File: src/rtl/aes_key_schedule_ctrl.sv
// aes_key_schedule_ctrl: sequential AES-128 key expansion, one round key per clock, with a registered round-key read port
module aes_key_schedule_ctrl #(
  parameter int Nk = 4,
  parameter int Nr = 10
) (
  input  logic             clk,
  input  logic             reset,
  input  logic             start,
  input  logic [32*Nk-1:0] keyIn,
  output logic             busy,
  output logic             done,
  output logic             keyReady,
  input  logic [3:0]       rkAddr,
  output logic [32*Nk-1:0] rkOut
);
  localparam int KW = 32 * Nk;
  localparam logic [3:0] NR = 4'(Nr);

  typedef enum logic [1:0] {S_IDLE, S_EXPAND, S_DONE} state_t;

  state_t          r_state, w_next;
  logic [3:0]      r_cnt;
  logic            r_done;
  logic            w_load;
  logic [KW-1:0]   r_rk [0:Nr];
  logic [KW-1:0]   r_last;
  logic [KW-1:0]   r_rk_out;
  logic [31:0]     w_rot, w_sub, w_t, w_w0, w_w1, w_w2, w_w3;
  logic [KW-1:0]   w_new;

  function automatic logic [7:0] xtime(input logic [7:0] b);
    return {b[6:0], 1'b0} ^ (b[7] ? 8'h1b : 8'h00);
  endfunction

  function automatic logic [7:0] gf_mul(input logic [7:0] a, input logic [7:0] b);
    logic [7:0] p;
    logic [7:0] x;
    p = '0;
    x = a;
    for (int i = 0; i < 8; i++) begin
      if (b[i]) p = p ^ x;
      x = xtime(x);
    end
    return p;
  endfunction

  // S-box as GF(2^8) inverse (x^254, which maps 0 to 0) followed by the affine transform
  function automatic logic [7:0] sbox(input logic [7:0] x);
    logic [7:0] p;
    logic [7:0] r;
    p = x;
    r = 8'h01;
    for (int i = 1; i < 8; i++) begin
      p = gf_mul(p, p);
      r = gf_mul(r, p);
    end
    return r ^ {r[6:0], r[7]} ^ {r[5:0], r[7:6]} ^ {r[4:0], r[7:5]} ^ {r[3:0], r[7:4]} ^ 8'h63;
  endfunction

  function automatic logic [7:0] rcon(input logic [3:0] n);
    logic [7:0] r;
    r = 8'h01;
    for (int j = 1; j < 10; j++)
      if (4'(j) < n) r = xtime(r);
    return r;
  endfunction

  // next-state decode and status flags derived from the current state
  always_comb begin
    w_load   = start && (r_state != S_EXPAND);
    busy     = (r_state == S_EXPAND);
    keyReady = (r_state == S_DONE);
    w_next   = (r_state == S_EXPAND) ? ((r_cnt == NR) ? S_DONE : S_EXPAND)
                                     : (start ? S_EXPAND : r_state);
  end

  // single KeyExpansionRound applied to the most recently written round key
  always_comb begin
    w_rot = {r_last[23:0], r_last[31:24]};
    w_sub = {sbox(w_rot[31:24]), sbox(w_rot[23:16]), sbox(w_rot[15:8]), sbox(w_rot[7:0])};
    w_t   = w_sub ^ {rcon(r_cnt), 24'h0};
    w_w0  = r_last[127:96] ^ w_t;
    w_w1  = r_last[95:64] ^ w_w0;
    w_w2  = r_last[63:32] ^ w_w1;
    w_w3  = r_last[31:0] ^ w_w2;
    w_new = {w_w0, w_w1, w_w2, w_w3};
  end

  // state, round counter, done pulse and the registered read port
  always_ff @(posedge clk) begin
    if (reset) begin
      r_state  <= S_IDLE;
      r_cnt    <= '0;
      r_done   <= 1'b0;
      r_rk_out <= '0;
    end else begin
      r_state  <= w_next;
      r_cnt    <= w_load ? 4'd1 : ((busy && r_cnt != NR) ? r_cnt + 4'd1 : r_cnt);
      r_done   <= busy && (r_cnt == NR);
      r_rk_out <= (rkAddr > NR) ? '0 : r_rk[rkAddr];
    end
  end

  // round-key buffer; r_last mirrors rk[counter-1] so the round function needs no array read
  always_ff @(posedge clk) begin
    if (!reset && w_load) begin
      r_rk[0] <= keyIn;
      r_last  <= keyIn;
    end else if (!reset && busy) begin
      r_rk[r_cnt] <= w_new;
      r_last      <= w_new;
    end
  end

  assign done  = r_done;
  assign rkOut = r_rk_out;
endmodule

File: config.mk
export PLATFORM = sky130hd
export DESIGN_NAME = aes_key_schedule_ctrl
export DESIGN_NICKNAME = d
export VERILOG_FILES = /design/src/rtl/aes_key_schedule_ctrl.sv
export SDC_FILE = /design/constraint.sdc
export NUM_CORES = 2
export LEC_CHECK = 0
export CORE_MARGIN = 4
export CORE_UTILIZATION = 37
export CTS_BUF_LIST = sky130_fd_sc_hd__clkbuf_2 sky130_fd_sc_hd__clkbuf_4 sky130_fd_sc_hd__clkbuf_8
export DETAILED_ROUTE_END_ITERATION = 12
export HOLD_SLACK_MARGIN = 0.03
export PLACE_DENSITY_LB_ADDON = 0.08
export SLEW_MARGIN = 20
export SYNTH_ARGS = -nofsm -noshare
export SYNTH_HDL_FRONTEND = slang
export SYNTH_SLANG_ARGS = --single-unit
File: constraint.sdc
create_clock -name clk -period 21.8 [get_ports clk]
set_input_delay 2.18 -clock clk [delete_from_list [all_inputs] [get_ports clk]]
set_output_delay 2.18 -clock clk [all_outputs]
set_load 0.1 [all_outputs]
==> metrics.md <==
| Metric | Value |
|---|---|
| Status | completed |
| CTS Buf Count | 297 |
| Share of layout cells above drive strength 1 | 13.5% |
| Most frequent CP cell | xnor3_1 |
| Pre-CTS setup slack | 1.09 ns |
| Post-synth top flop | edfxtp_1 |
| Std cell rows | 210 |
| Reg2reg start | r_last[15]$_DFFE_PP_ |
| EDFF count, synth | 1536 |
| Net Count, Synth | 11400 |
| Max incr delay on CP | ~0.86 ns |
| Root Driver | clkbuf_8 |
| Required time worst endpoint | between 20 and 25 ns |
| MaxCap Viol Count | 0 |
| Cell taking the most area after synthesis | edfxtp_1 |
| Post-synth top area share | a little under two fifths |
| Number of synthesized register bits | 1671 |
| Max-Slew Margin vs Limit | 15.9% |
| Port bufs | roughly 270 |
| Io pins | 266 |
| Clk Latency, worst-skew pair | 0.98 ns |
| Reg clk slew, reported paths | 0.06 ns |
| First-pass DRT Iterations | 6 |
| Final Cycle Share | 94.5% |
| Grt ovf | 0 |
| Commonest cells in the netlist | 1542 x xnor2_1, 1536 x edfxtp_1, 1335 x nor2_1 |
| Synth Area per Inst | 10.8 sq um |
| Library cells used by synthesis | 123 |
| Most frequent cell after synthesis | xnor2_1 |
| HP Class | register to register |
| Fmax | 0.0485 GHz |
| Mapped cell area | between 100000 and 150000 sq um |
| Worst reg-to-reg path cell count | 48 |
| Vias | 88900 |
| Setup Viol. Count Final | 0 |
| Antenna-violating nets left | 0 |
| Final Wtd Congestion | 0.880 |
| Share of flip-flops with an asynchronous set or reset | 0% |
| Setup Buffers After CTS | 0 |
| Clock Tree Buf Depth | 4 |
| Die Wd | 581 um |
| Post-DP HPWL | about 280000 um |
| Die height | 581 um |
| Vias per std cell | 5.54 |
| Hold Fails Final Rpt | 0 |
| CTS sink cnt | 1671 |
| Worst Setup End Kind | register |
| CP max-delay cell | o21ai_1 |
| Routed len/inst | roughly 26 um |
| CTS HTree Levels | 5 |
| Slew Limit Fails | 0 |
| Cts-stage hold buffer count | 0 |
| Post-route setup TNS | 0 ns |
| CP endpoint | r_rk[9][48]$_DFFE_PP_ |
| Nets@finish | 11600 |
| Pin count of the biggest net entering global routing | 155 |
| P&R area growth vs syn | 11.9% |
| Placement Cell Area | 130000 sq um |
| CP max FO | 32 |
| Final Critical Period | 20.60 ns |
| Fin area | 136000 sq um |
| DR iter-0 viols | around 7600 |
| Largest cells by area after synthesis | edfxtp_1 38%, xnor2_1 11%, xnor3_1 7.2% |
| Drt drc | 0 |
| Worst R2R End | r_rk[9][48]$_DFFE_PP_ |
| RSZ-0062 raised after global routing | false |
| Core Region | between 300000 and 400000 sq um |
| Initial antenna violation count | 50 |
| Fin Clk Skew | 0.0974 ns |
| Initial Util | 37.2% |
| First-pass GRT wire length | approximately 610000 um |
| Crit path kind | register to register |
| Actual transition at the worst max-transition pin | roughly 1.3 ns |
| Crit path DAT | ~21 ns |
| Syn. warnings | 0 |
| Post-Synthesis Cells | ~11000 |
| Final WL | 414000 um |
| Vias in the first global route | 87100 |
| Setup crit start | r_last[15]$_DFFE_PP_ |
| CTS tree | done |
| Smallest setup slack after layout | 1.20 ns |
| Die area | 338000 sq um |
| GRT Total Usage | 23.6% |
| Worst Setup Start Kind | register |
| Reg-to-reg setup timing slack | around 1.2 ns |
| Sequential area share after synthesis | 40.1% |
## how the worst min path moves through the flow
| stage | from | slack, ns | cells past startpoint | endpoint |
|---|---|---|---|---|
| finish | r_state[1]$_SDFFE_PP0P_ | 0.52 | 2 | r_state[1]$_SDFFE_PP0P_ |
| global route | r_state[1]$_SDFFE_PP0P_ | 0.57 | 2 | r_state[1]$_SDFFE_PP0P_ |
| CTS | r_state[1]$_SDFFE_PP0P_ | 0.52 | 2 | r_state[1]$_SDFFE_PP0P_ |
| detailed placement | r_state[1]$_SDFFE_PP0P_ | 0.51 | 2 | r_state[1]$_SDFFE_PP0P_ |
| global placement | r_state[1]$_SDFFE_PP0P_ | 0.48 | 2 | r_state[1]$_SDFFE_PP0P_ |
| floorplan | r_state[1]$_SDFFE_PP0P_ | 0.46 | 2 | r_state[1]$_SDFFE_PP0P_ |
## kinds of logic after synthesis
group / Yosys count / synth area share [%]
AND/OR/NAND/NOR: 3340 / 11.9
flip-flops: 1671 / 40.1
adder cells (fa/ha/maj): 26 / 0.261
AO/OA/AOI/OAI: 2058 / 10.8
multiplexers: 650 / 8.08
buffers and inverters: 836 / 3.01
XOR/XNOR: 2651 / 25.8
## registers in the layout (all words and copies together) (netlist names)
register	flops
r_last	128
rkOut	128
done	1
r_state	2
r_cnt	4
r_rk	1408
## through the flow
stage | utilization (%) | instances | hold slack, ns
after global placement | 39.7 | 15500 | 0.481
after CTS | 41.6 | 16000 | 0.517
after detailed placement | 39.7 | 15500 | 0.507
final | 41.6 | 16000 | 0.525
after global routing | 41.6 | 16000 | 0.568
after floorplan | - | 11200 | 0.462
## metal layers
layer	track usage [%]	vias up	part of all wire [%]	routed length (um)
met4	7.13	4	3.2	13300
met2	39.2	2577	48	197000
li1	-	40900	-	-
met1	32.7	44900	44	184000
met3	2.49	551	4.7	19500
met5	0	-	0.0034	14
## layout make-up
type                    count  area, sq um
repair buffers            652         5720
flip-flops and latches   1671        48800
clock buffers             429         5250
clock inverters           109          776
multi-input cells        8725        69800
well taps                4346         5440
diodes                     25         62.6
inverters                  87          327
fillers                 31300       191000
## cell usage in the layout, fill, tap and decap left out, types with 69 or more instances in the layout
cell type / instances
mux2i_1: 329
a31oi_1: 72
clkbuf_4: 104
o21ai_0: 347
nand2b_1: 69
nand2_1: 1093
buf_4: 380
xnor2_1: 1504
a211oi_1: 327
nor3_1: 221
o21ai_1: 103
xnor2_2: 131
a21oi_1: 562
mux4_2: 258
clkdlybuf4s50_1: 251
nor2b_1: 187
nor2_1: 1326
nand3_1: 169
edfxtp_1: 1536
xnor3_1: 390
o22ai_1: 114
clkbuf_8: 325
dfxtp_1: 135
xor2_1: 461
## critical path: cells and delay by family, from the launching register on
| family | cells | cell delay, ns |
|---|---|---|
| XOR/XNOR | 31 | 13.80 |
| AO/OA/AOI/OAI | 4 | 1.78 |
| AND/OR/NAND/NOR | 7 | 1.05 |
| flip-flops | 1 | 0.68 |
| buffers and inverters | 3 | 1.19 |
| multiplexers | 1 | 0.36 |
| adder cells (fa/ha/maj) | 2 | 1.25 |
## timing repair
item                                   in CTS  in global routing
endpoints found under the hold margin       0                  0
gates resized for setup                     0                  1
setup endpoints to repair                   0                 11
Power is left out: the tool's default activity adds up to more than one toggle a clock period on the data nets, which glitch-free logic cannot reach.
